[src/rtl/usb_rx_bit_frontend.sv]
// USB full-speed receive bit front end: D+ edge-based bit timing recovery,
// NRZI decode, stuff-bit removal and SE0 (end-of-packet) detection.
module usb_rx_bit_frontend #(
    parameter int CLKS_PER_BIT = 8,
    parameter int SAMPLE_PHASE = 3,
    parameter int STUFF_LEN    = 6
) (
    input  logic clk,
    input  logic n_rst,
    input  logic d_plus_sync,
    input  logic d_minus_sync,
    output logic serial_out,
    output logic shift_enable,
    output logic eop,
    output logic bit_stuff_err,
    output logic rx_active
);

    localparam int CNT_W  = $clog2(CLKS_PER_BIT);
    localparam int ONES_W = $clog2(STUFF_LEN + 1);

    localparam logic [CNT_W-1:0]  CNT_ZERO   = CNT_W'(0);
    localparam logic [CNT_W-1:0]  CNT_ONE    = CNT_W'(1);
    localparam logic [CNT_W-1:0]  CNT_LAST   = CNT_W'(CLKS_PER_BIT - 1);
    localparam logic [CNT_W-1:0]  CNT_SAMPLE = CNT_W'(SAMPLE_PHASE);
    localparam logic [ONES_W-1:0] ONES_ZERO  = ONES_W'(0);
    localparam logic [ONES_W-1:0] ONES_ONE   = ONES_W'(1);
    localparam logic [ONES_W-1:0] ONES_STUFF = ONES_W'(STUFF_LEN);

    typedef enum logic [1:0] {
        S_IDLE     = 2'd0,
        S_ACTIVE   = 2'd1,
        S_EOP_WAIT = 2'd2
    } state_t;

    state_t              state_q;
    logic [CNT_W-1:0]    cnt_q;
    logic [ONES_W-1:0]   ones_cnt_q;
    logic                d_plus_prev_q;
    logic                prev_sample_q;
    logic                serial_out_q;
    logic                shift_enable_q;
    logic                eop_q;
    logic                bit_stuff_err_q;
    logic                rx_active_q;

    logic edge_s;
    logic fall_s;
    logic sample_s;
    logic se0_s;
    logic j_s;
    logic decoded_s;

    assign edge_s    = (d_plus_sync != d_plus_prev_q);
    assign fall_s    = d_plus_prev_q & ~d_plus_sync;
    assign sample_s  = (cnt_q == CNT_SAMPLE);
    assign se0_s     = ~d_plus_sync & ~d_minus_sync;
    assign j_s       = d_plus_sync & ~d_minus_sync;
    assign decoded_s = (d_plus_sync == prev_sample_q);

    assign serial_out    = serial_out_q;
    assign shift_enable  = shift_enable_q;
    assign eop           = eop_q;
    assign bit_stuff_err = bit_stuff_err_q;
    assign rx_active     = rx_active_q;

    // Receive FSM: phase counter, NRZI/stuff tracking and registered strobes.
    always_ff @(posedge clk or negedge n_rst) begin
        if (!n_rst) begin
            state_q         <= S_IDLE;
            cnt_q           <= CNT_ZERO;
            ones_cnt_q      <= ONES_ZERO;
            d_plus_prev_q   <= 1'b1;
            prev_sample_q   <= 1'b1;
            serial_out_q    <= 1'b1;
            shift_enable_q  <= 1'b0;
            eop_q           <= 1'b0;
            bit_stuff_err_q <= 1'b0;
            rx_active_q     <= 1'b0;
        end else begin
            d_plus_prev_q   <= d_plus_sync;
            shift_enable_q  <= 1'b0;
            eop_q           <= 1'b0;
            bit_stuff_err_q <= 1'b0;

            case (state_q)
                S_IDLE: begin
                    cnt_q <= CNT_ZERO;
                    // Only a J->K transition (D+ falling) can start a packet.
                    if (fall_s) begin
                        state_q       <= S_ACTIVE;
                        cnt_q         <= CNT_ONE;
                        rx_active_q   <= 1'b1;
                        ones_cnt_q    <= ONES_ZERO;
                        prev_sample_q <= 1'b1;
                    end
                end

                S_ACTIVE, S_EOP_WAIT: begin
                    if (edge_s) begin
                        cnt_q <= CNT_ONE;
                    end else if (cnt_q == CNT_LAST) begin
                        cnt_q <= CNT_ZERO;
                    end else begin
                        cnt_q <= cnt_q + CNT_ONE;
                    end

                    if (sample_s) begin
                        if (state_q == S_ACTIVE) begin
                            if (se0_s) begin
                                eop_q   <= 1'b1;
                                state_q <= S_EOP_WAIT;
                            end else begin
                                prev_sample_q <= d_plus_sync;
                                if (ones_cnt_q == ONES_STUFF) begin
                                    ones_cnt_q      <= ONES_ZERO;
                                    bit_stuff_err_q <= decoded_s;
                                end else begin
                                    serial_out_q   <= decoded_s;
                                    shift_enable_q <= 1'b1;
                                    ones_cnt_q     <= decoded_s ? (ones_cnt_q + ONES_ONE) : ONES_ZERO;
                                end
                            end
                        end else begin
                            if (se0_s) begin
                                eop_q <= 1'b1;
                            end else if (j_s) begin
                                state_q       <= S_IDLE;
                                rx_active_q   <= 1'b0;
                                ones_cnt_q    <= ONES_ZERO;
                                prev_sample_q <= 1'b1;
                            end else begin
                                state_q <= S_EOP_WAIT;
                            end
                        end
                    end
                end

                default: begin
                    state_q     <= S_IDLE;
                    cnt_q       <= CNT_ZERO;
                    ones_cnt_q  <= ONES_ZERO;
                    rx_active_q <= 1'b0;
                end
            endcase
        end
    end

endmodule

[config.mk]
export PLATFORM = sky130hd
export DESIGN_NAME = usb_rx_bit_frontend
export DESIGN_NICKNAME = d
export VERILOG_FILES = /design/src/rtl/usb_rx_bit_frontend.sv
export SDC_FILE = /design/constraint.sdc
export NUM_CORES = 1
export LEC_CHECK = 0
export BUFFER_PORTS_ARGS = -buffer_cell sky130_fd_sc_hd__buf_2
export CAP_MARGIN = 15
export CORE_MARGIN = 1.5
export CORE_UTILIZATION = 25
export CTS_CLUSTER_DIAMETER = 200
export CTS_CLUSTER_SIZE = 20
export DETAILED_ROUTE_END_ITERATION = 6
export SLEW_MARGIN = 10
export SYNTH_ARGS = -nofsm -noshare
export SYNTH_HDL_FRONTEND = slang
export SYNTH_SLANG_ARGS = --single-unit
[constraint.sdc]
create_clock -name clk -period 4.6 [get_ports clk]
set_input_delay 0 -clock clk [delete_from_list [all_inputs] [get_ports clk]]
set_output_delay 0 -clock clk [all_outputs]
set_load 0.03 [all_outputs]
; ---- Word level (Yosys, flattened, before mapping)
; Cells that the tools add are included.
; W data, S select, Z words.
[op_classes]
addsub = 2
n_eq_ne = 15
n_mux = 45
bitwise = 7
n_reduce_logical = 8
[ops]
columns = operator, n
row1 = $mux W3, 10
row2 = $mux W1, 24
row3 = $reduce_and A5 Y1, 3
row4 = $mux W2, 6
row5 = $pmux W3 S2, 2
row6 = $ne A2 B2 Y1 const B, 5
row7 = $ne A3 B3 Y1 const B, 3
row8 = $reduce_and A4 Y1, 2
row9 = $add A3 B1 Y3 const B, 2
row10 = $eq A3 B3 Y1 const B, 2
row11 = $not A1 Y1, 4
row12 = $pmux W1 S2, 2
row13 = $pmux W2 S2, 1
row14 = $and A1 B1 Y1, 3
row15 = $eq A3 B2 Y1 const B, 1
row16 = $eq A2 B1 Y1 const B, 1
row17 = $eq A2 B2 Y1 const B, 1
row18 = $logic_not A2 Y1, 1
row19 = $reduce_bool A2 Y1, 1
row20 = $reduce_or A2 Y1, 1
row21 = $eq A1 B1 Y1, 1
row22 = $ne A1 B1 Y1, 1
[word_totals]
register_bits = 15
output_inout_bits = 5
wordCells = 87

; ---- Logic depth before layout (Yosys ltp)
; Gate-level depths: netlist of the first run.
[depth]
depth_word = 7
ltp_mapped = 7
mapped_depth_nobuf = 6

; ---- Least setup slack after synthesis of the first run
; No wires, ideal clock.
[synth_path]
path_kind = register to register
from = register state_q[0]
to = register ones_cnt_q[2]
arrival_time_ns = 1.784
slack_ns = 2.741
stages_incl_launch_ff = 8
n_path_buf = 1
period_less_slack_ns = 1.859
cell_sequence = dfrtp_1 inv_1 ha_1 buf_6 nor2b_4 a221o_1 or2_4 o2bb2ai_2
[synth_via]
elab_chain_len = 4
word_cells_on_any_way = 12
[synth_rtl]
columns = element, line_no
row1 = start: declaration, 36  ; state_t state_q;
row2 = start signal: assignment, 70  ; state_q <= S_IDLE;
row3 = start signal: assignment, 91  ; state_q <= S_ACTIVE;
row4 = start signal: assignment, 112  ; state_q <= S_EOP_WAIT;
row5 = $eq A2 B1 Y1 or $eq A2 B2 Y1 (tied branches), "86, 109"
row6 = $reduce_or A2 Y1 or $mux W3 (tied branches), "86, 109"
row7 = "$ne A3 B3 Y1 (no source line), or another cell as far along", -
row8 = $reduce_and A4 Y1 (no source line) or $pmux W3 S2 (tied branches), -
row9 = end signal: assignment, 121  ; ones_cnt_q <= decoded_s ? (ones_cnt_q + ONES_ONE) : ONES_ZERO;
row10 = end: declaration, 38  ; logic [ONES_W-1:0] ones_cnt_q;
; Parallel ways exist; a longest one is shown, timed or not. The select of a mux whose other input is x is not followed.
; A chain may end at the register's enable or synchronous reset.

; ---- Worst setup path after layout of the first run
; Ends and elaborated chain as after synthesis.

==> flow_summary.json, run 1 <==
{
  "post-place-cells": 128,
  "tns_ns": 0,
  "cp_slowest_cell": "a221o_1",
  "gp_congestion": 0.837,
  "ys_seq_area_share_pct": 44.8,
  "antenna_found_initial": 0,
  "cts.clk_slew.worst_paths_ns": 0.10,
  "rrSetupSlack_ns": 2.60,
  "synth_edf_count": 0,
  "rows": 20,
  "hold_slack_ns": 0.139,
  "vias_per_cell": 4.40,
  "end_kind": "register",
  "rsz0062_at_grt": "false",
  "dp_hpwl_mm": 1.09,
  "post-route-drc-count": 0,
  "netlist_top_cells_count": "dfrtp_1 (12), ha_1 (11), inv_1 (6)",
  "synth_top_area_cell": "dfrtp_1",
  "clock-sinks": 15,
  "drive_gt1_share_pct": 23.1,
  "cts-root-buf": "clkbuf_4",
  "io_pins": 9,
  "leakage_uw": 0.000452,
  "power.density_nw_per_um2": 551,
  "htreeDepth": 1,
  "netlist.area_leader.share_pct": 35.5,
  "cp.arrival_ns": 2.23,
  "drv_slew": 0,
  "nFillCells": 318,
  "holdCritPathClass": "input port to async pin",
  "tightest_slew_ns": 0.321,
  "die_height_um": 61.2,
  "maxCapViolCount": 0,
  "initial_utilization_pct": 27.0,
  "clk_path_buf_depth": 2,
  "skew_ns": 0.0106,
  "clock_latency_ns": 0.29,
  "grt_pass1_vias": 583,
  "critical-path-max-stage-delay_ns": 0.43,
  "synthMostInstantiatedCell": "dfrtp_1",
  "synthFlopType": "dfrtp_1",
  "register_area_um2": 379,
  "fmax_mhz": 500,
  "path_max_fanout": 10,
  "portBuffers": 8,
  "reg2reg_depth": 6,
  "drt-initial-drc-count": 20,
  "cts_made_buffers": 3,
  "coreArea_um2": 3130,
  "cts_resized": 0,
  "wl_mm": 1.46,
  "cp-start-kind": "register",
  "synth_cell_type_count": 30,
  "period_minus_slack_ns": 2.00,
  "r2r-end": "ones_cnt_q[2]",
  "r2r_start": "state_q[0]",
  "gr-total-overflow": 0,
  "multi_input_area_um2": 428,
  "fin_crit_sh_pct": 43.4,
  "synthCells": 78,
  "finalSetupViolations": 0,
  "die_area_um2": 3740,
  "tritoncts": "built",
  "n_antenna_cell": 0,
  "area.growth.synth_to_final_pct": 16.1,
  "cp_cell_sequence": "inv_1, ha_1, nor2b_4, a221o_1, or2_4, o2bb2ai_2",
  "run_status": "finished, final reports clean",
  "grt_pass1_wl_mm": 2.55,
  "largest_registers": "cnt_q: 3 flops, ones_cnt_q: 3 flops, state_q: 2 flops",
  "postSynth.asyncResetShare_pct": 100,
  "ant_nets": 0,
  "synthesis.nets": 93,
  "vias": 594,
  "yosys_warnings": 0,
  "peakVddDrop_mv": 0.189,
  "crit_type": "register to register",
  "slew_headroom_pct": 78.6,
  "grt_max_degree": 16,
  "netlist_top_cells_area": "dfrtp_1 (36%), ha_1 (16%), dfstp_2 (9.3%), a21oi_1 (3.0%), o21ai_0 (3.0%)",
  "num-nets-final": 107,
  "firstDrtPassIters": 4,
  "synth-seq-cells": 15,
  "grt.total_usage_pct": 9.38,
  "required_ns": 4.83,
  "wl_per_cell_um": 10.8,
  "avgSynthCellArea_um2": 10.8,
  "hold_viol_final": 0,
  "die_x_um": 61.2,
  "finalNonFillerCells": 135,
  "syn_area_um2": 846
}
## cell type report
cell class	count	share of cell area, %
Multi-Input combinational cell	55	43.6
Sequential cell	15	38.6
Timing Repair Buffer	11	7.13
Tap cell	44	5.61
Clock buffer	3	2.29
Inverter	6	2.29
Clock inverter	1	0.510
## metal layers
layer | track usage, % | wire length (µm) | vias up
met1 | 10.3 | 655 | 284
met5 | 0 | 0 | -
met3 | 4.41 | 81 | 0
met2 | 16.6 | 722 | 14
li1 | - | - | 296
met4 | 1.86 | 0 | 0
## power by group
group	internal, µW	switching, µW	total, µW
clock network	32.3	43.5	75.8
registers	172	21.3	193
logic	117	156	273
## worst max path at each step
stage / start / end / slack, ns
2_1_floorplan: state_q[0] / ones_cnt_q[2] / 2.74
3_3_place_gp: state_q[0] / ones_cnt_q[2] / 2.67
3_5_place_dp: state_q[0] / ones_cnt_q[0] / 2.63
4_1_cts: state_q[0] / ones_cnt_q[0] / 2.60
5_1_grt: state_q[0] / ones_cnt_q[0] / 2.52
6_report: state_q[0] / ones_cnt_q[2] / 2.60
## timing repair
item | in CTS | in global routing
hold buffers | 3 | 0
setup buffers | 0 | 0
endpoints found under the hold margin | 17 | 0
setup endpoints to repair | 0 | 0
## critical path, delay by kind of cell, from the launching register on
kind	cells	cell delay (ns)
adder cells (fa/ha/maj)	1	0.42
AND/OR/NAND/NOR	2	0.47
AO/OA/AOI/OAI	2	0.55
buffers and inverters	1	0.08
flip-flops	1	0.42
## metrics by stage
step                      cell area [µm²]  utilization [%]  setup slack, ns  total power, µW
after floorplan                       846                -             2.74              424
after global placement                925             29.6             2.67              455
after detailed placement              925             29.6             2.63              466
after CTS                             982             31.4             2.60              548
after global routing                  982             31.4             2.52              592
final                                 982             31.4             2.60              541
## logic make-up (layout without fill, tap and decap cells)
family / count (synthesis) / in the layout / synth area share [%]
flip-flops: 15 / 15 / 44.8
XOR/XNOR: 1 / 1 / 1.04
AO/OA/AOI/OAI: 18 / 18 / 14.5
multiplexers: 3 / 3 / 3.85
adder cells (fa/ha/maj): 11 / 11 / 16.3
AND/OR/NAND/NOR: 22 / 22 / 14.9
buffers and inverters: 8 / 21 / 4.58
## layout by cell type, fill, tap and decap left out, types with 3 or more instances in the layout
cell / count
dfrtp_1: 12
ha_1: 11
buf_2: 8
inv_1: 6
nand2_1: 5
o21ai_0: 5
a21oi_1: 5
nor2_1: 3
nor2b_1: 3
clkbuf_4: 3
dfstp_2: 3
dlygate4sd3_1: 3
(Power assumes the default switching activity.)
==> run 2, diff against run 1 <==
clock period = 1.6 ns   (was 4.6 ns; I/O delays follow)
==> flow_summary.json, run 2 (synthesis gave the netlist of run 1 again) <==
{
  "cp_slowest_cell": "dfrtp_1",
  "gr-total-overflow": 0,
  "gp_congestion": 0.760,
  "drive_gt1_share_pct": 47.7,
  "clock_latency_ns": 0.29,
  "finalPower_uw": 2110,
  "p_seq_share_pct": 26.6,
  "period_minus_slack_ns": 1.69,
  "tightest_slew_ns": 0.337,
  "postLayoutSetupSlackWorst_ns": -0.0923,
  "grt_pass1_vias": 727,
  "grt.total_usage_pct": 11.4,
  "hold_viol_final": 0,
  "violations": "negative setup slack",
  "num-nets-final": 125,
  "fmax_mhz": 591,
  "rows": 20,
  "antenna_found_initial": 0,
  "holdCritPathClass": "input port to async pin",
  "top_layer_used": "met4",
  "skew_ns": 0.0142,
  "drt-initial-drc-count": 20,
  "dp_hpwl_mm": 1.24,
  "end_kind": "register",
  "grt_max_degree": 16,
  "tritoncts": "built",
  "wl_per_cell_um": 11.8,
  "slew_headroom_pct": 77.5,
  "dr_wl_met3_um": 86,
  "peakVddDrop_mv": 0.597,
  "fin_area_um2": 1210,
  "clock-sinks": 15,
  "path_max_fanout": 5,
  "nFillCells": 316,
  "maxCapViolCount": 0,
  "crit_type": "register to register",
  "rsz0062_at_grt": "true",
  "layout_commonest_cell": "buf_4",
  "fin_crit_sh_pct": 106,
  "p_sw_share_pct": 38.7,
  "power_frac_comb_pct": 62.9,
  "firstDrtPassIters": 3,
  "area.growth.synth_to_final_pct": 42.6,
  "clkPwrFrac_pct": 10.5,
  "finish.utilization_pct": 38.6,
  "die_height_um": 61.2,
  "cp-start-kind": "register",
  "wl_met1_um": 750,
  "cp_cell_sequence": "inv_2, ha_4, nor2b_4, a221o_1, or2_4, o2bb2ai_4",
  "portBuffers": 8,
  "hold_slack_ns": 0.123,
  "die_area_um2": 3740,
  "power.internal_uw": 1290,
  "vias_per_cell": 4.41,
  "wl_met2_um": 943,
  "cts.clk_slew.worst_paths_ns": 0.10,
  "placed_area_um2": 992,
  "critical-path-max-stage-delay_ns": 0.41,
  "post-route-drc-count": 0,
  "coreArea_um2": 3130,
  "p_sw_uw": 814,
  "htreeDepth": 1,
  "die_x_um": 61.2,
  "multi_input_area_um2": 517,
  "cts_made_buffers": 3,
  "drv_slew": 0,
  "clk_path_buf_depth": 2,
  "register_area_um2": 379,
  "finalSetupViolations": 7,
  "grt_pass1_wl_mm": 3.11,
  "leakage_uw": 0.000546,
  "initial_utilization_pct": 27.0,
  "vias": 675,
  "cts-root-buf": "clkbuf_4",
  "layout_common_cells": "buf_4 (18), dfrtp_1 (12), buf_2 (8)",
  "run_status": "complete, but fails checks",
  "cp.arrival_ns": 1.90,
  "largest_registers": "cnt_q: 3 flops, ones_cnt_q: 3 flops, state_q: 2 flops",
  "ant_nets": 0,
  "power.density_nw_per_um2": 1750,
  "io_pins": 9,
  "wl_mm": 1.80,
  "required_ns": 1.81,
  "n_antenna_cell": 0
}
==> run 2: worst paths after layout <==
kind | to | depth (start not counted) | startpoint | slack (ns)
min in group clk | d_plus_prev_q | 2 | d_plus_sync | 0.44
setup / recovery | ones_cnt_q[2] | 6 | state_q[1] | -0.09
setup reg to reg | ones_cnt_q[2] | 6 | state_q[1] | -0.09
max in group asynchronous | serial_out | 2 | n_rst | 1.17
hold reg to reg | prev_sample_q | 2 | prev_sample_q | 0.49
hold / removal | cnt_q[2] | 2 | n_rst | 0.12
==> run 2: cell type report <==
cell class | count | area share [%]
clock buffer | 3 | 1.87
inverter | 6 | 1.87
sequential | 15 | 31.4
timing repair buffer | 29 | 17.0
multi-input combinational | 55 | 42.8
clock inverter | 1 | 0.415
tap | 44 | 4.56
==> run 2: through the flow <==
stage | setup TNS, ns | worst slack (ns) | std cells
after floorplan | -0.449 | -0.164 | 78
after global placement | -0.189 | -0.0552 | 137
after detailed placement | -0.374 | -0.111 | 137
after CTS | -0.252 | -0.0997 | 151
after global routing | -0.971 | -0.156 | 153
final | -0.369 | -0.0923 | 153
==> run 2: power by group through the flow <==
stage / Sequential, µW / Clock, µW / Combinational, µW
floorplan: 591 / 0 / 627
global placement: 555 / 0 / 928
detailed placement: 558 / 0 / 961
CTS: 559 / 227 / 1200
global route: 570 / 249 / 1460
finish: 560 / 221 / 1320
==> run 2: timing repair <==
item | 4_1_cts | 5_1_grt
hold buffers | 3 | 0
endpoints found under the setup margin | 6 | 8
buffers inserted | 7 | 2
pin swaps | 2 | 2
cloned | 0 | 0
endpoints found under the hold margin | 17 | 0
gates resized for setup | 14 | 4
==> run 2: per-layer routing <==
layer,GRT usage [%],vias to the layer above
met5,0,-
met4,2.17,0
met3,3.57,2
met2,21.9,14
met1,12.1,323
li1,-,336
==> run 2: worst max-delay path: cells and delay by family (launching register included) <==
family	cells	cell delay, ns
buf+inv	1	0.11
flops	1	0.41
compound gates	2	0.49
simple gates	2	0.39
fa+ha+maj	1	0.21
==> run 3, diff against run 2 <==
clock period = 2.1 ns   (was 1.6 ns; I/O delays follow)
==> flow_summary.json, run 3 (synthesis gave the netlist of run 1 again) <==
{
  "run_status": "finished, final reports clean",
  "die_height_um": 61.2,
  "layout_common_cells": "dfrtp_1 (12), ha_1 (11), buf_2 (8)",
  "io_pins": 9,
  "cts.clk_slew.worst_paths_ns": 0.10,
  "crit_type": "register to register",
  "slew_headroom_pct": 77.5,
  "tightest_slew_ns": 0.337,
  "grt_max_degree": 16,
  "htreeDepth": 1,
  "end_kind": "register",
  "area.growth.synth_to_final_pct": 17.9,
  "place_ws_ns": 0.170,
  "fin_crit_sh_pct": 92.9,
  "path_max_fanout": 7,
  "wl_mm": 1.52,
  "maxCapViolCount": 0,
  "skew_ns": 0.0186,
  "tritoncts": "built",
  "vias_per_cell": 4.42,
  "peakVddDrop_mv": 0.469,
  "coreArea_um2": 3130,
  "vias": 606,
  "gp_congestion": 0.789,
  "post-route-drc-count": 0,
  "cp-start-kind": "register",
  "clk_path_buf_depth": 2,
  "die_area_um2": 3740,
  "drive_gt1_share_pct": 24.7,
  "clock-sinks": 15,
  "dp_hpwl_mm": 1.09,
  "critical-path-max-stage-delay_ns": 0.44,
  "largest_registers": "cnt_q: 3 flops, ones_cnt_q: 3 flops, state_q: 2 flops",
  "grt_pass1_wl_mm": 2.66,
  "cp.arrival_ns": 2.17,
  "grt_pass1_vias": 579,
  "cts-root-buf": "clkbuf_4",
  "firstDrtPassIters": 4,
  "fmax_mhz": 513,
  "gr-total-overflow": 0,
  "postLayoutSetupSlackWorst_ns": 0.150,
  "crit_family": "compound AO/OA/AOI/OAI gates",
  "period_minus_slack_ns": 1.95,
  "required_ns": 2.32,
  "portBuffers": 8,
  "tns_ns": 0,
  "rrSetupSlack_ns": 0.15,
  "cp_cell_sequence": "inv_1, ha_1, nor2b_4, a221o_1, or2_4, o2bb2ai_2",
  "drv_slew": 0,
  "layout_commonest_cell": "dfrtp_1",
  "grt.total_usage_pct": 9.79,
  "clock_latency_ns": 0.30,
  "finalSetupViolations": 0,
  "antenna_found_initial": 0,
  "rows": 20,
  "rsz0062_at_grt": "false",
  "hold_viol_final": 0,
  "wl_per_cell_um": 11.1,
  "cts_made_buffers": 3,
  "holdCritPathClass": "input port to async pin",
  "initial_utilization_pct": 27.0,
  "leakage_uw": 0.000462,
  "cp_slowest_cell": "a221o_1",
  "num-nets-final": 109,
  "drt-initial-drc-count": 27,
  "power.density_nw_per_um2": 1240,
  "worst-path-buf-inv": 1,
  "n_antenna_cell": 0,
  "ant_nets": 0,
  "die_x_um": 61.2
}
==> run 3: changes by cell type in the layout (fill, tap and decap cells not counted), sizes merged <==
| cell | delta |
|---|---|
| buf | -16 |
==> run 3: layout make-up <==
cell class	instances	area [µm²]
Multi-Input combinational cell	55	428
Inverter	6	22.5
Clock inverter	1	5.00
Timing Repair Buffer	13	85.1
Sequential cell	15	379
Clock buffer	3	22.5
Tap cell	44	55.1
Fill cell	327	2130
==> run 3: stage by stage <==
stage                     utilization (%)  total power [µW]  instances  cell area [µm²]  hold slack (ns)
after global placement               29.8              1020        129              932          -0.0838
after CTS                            31.6              1230        136              990            0.123
after global routing                 31.9              1360        137              997            0.152
after floorplan                         -               929         78              846           -0.296
final                                31.9              1230        137              997            0.113
after detailed placement             29.8              1040        129              932          -0.0730
==> run 3: power by group <==
part	internal, µW	switching [µW]
Combinational	291	353
Clock	71.0	102
Sequential	376	40.8
Total	737	496
==> run 3: worst paths after layout <==
path                                     from       endpoint  cells after the start
worst max-delay path               state_q[1]  ones_cnt_q[2]                      6
worst min-delay path                    n_rst       cnt_q[1]                      2
worst max register to register     state_q[1]  ones_cnt_q[2]                      6
worst min register to register  ones_cnt_q[0]  ones_cnt_q[0]                      1
max in group asynchronous               n_rst     serial_out                      2
min in group clk                  d_plus_sync  d_plus_prev_q                      2
==> run 3: per-layer routing <==
metal	up-vias	part of all wire (%)	global-route usage (%)
li1	300	-	-
met1	287	48	11.9
met2	14	46	16.1
met3	5	5.1	3.78
met4	0	1.1	2.80
met5	-	0	0
==> run 3: what timing repair did <==
| action | CTS | global route |
|---|---|---|
| hold buffers | 3 | 0 |
| resized for setup | 0 | 0 |
| setup buffers | 0 | 1 |
| endpoints found under the hold margin | 17 | 0 |
| endpoints found under the setup margin | 0 | 2 |
==> run 3: worst register-to-register path, cell delays in order (launching register included) <==
cell       delay [ns]
dfrtp_1          0.39
inv_1            0.14
ha_1             0.32
nor2b_4          0.16
a221o_1          0.44
or2_4            0.30
o2bb2ai_2        0.12
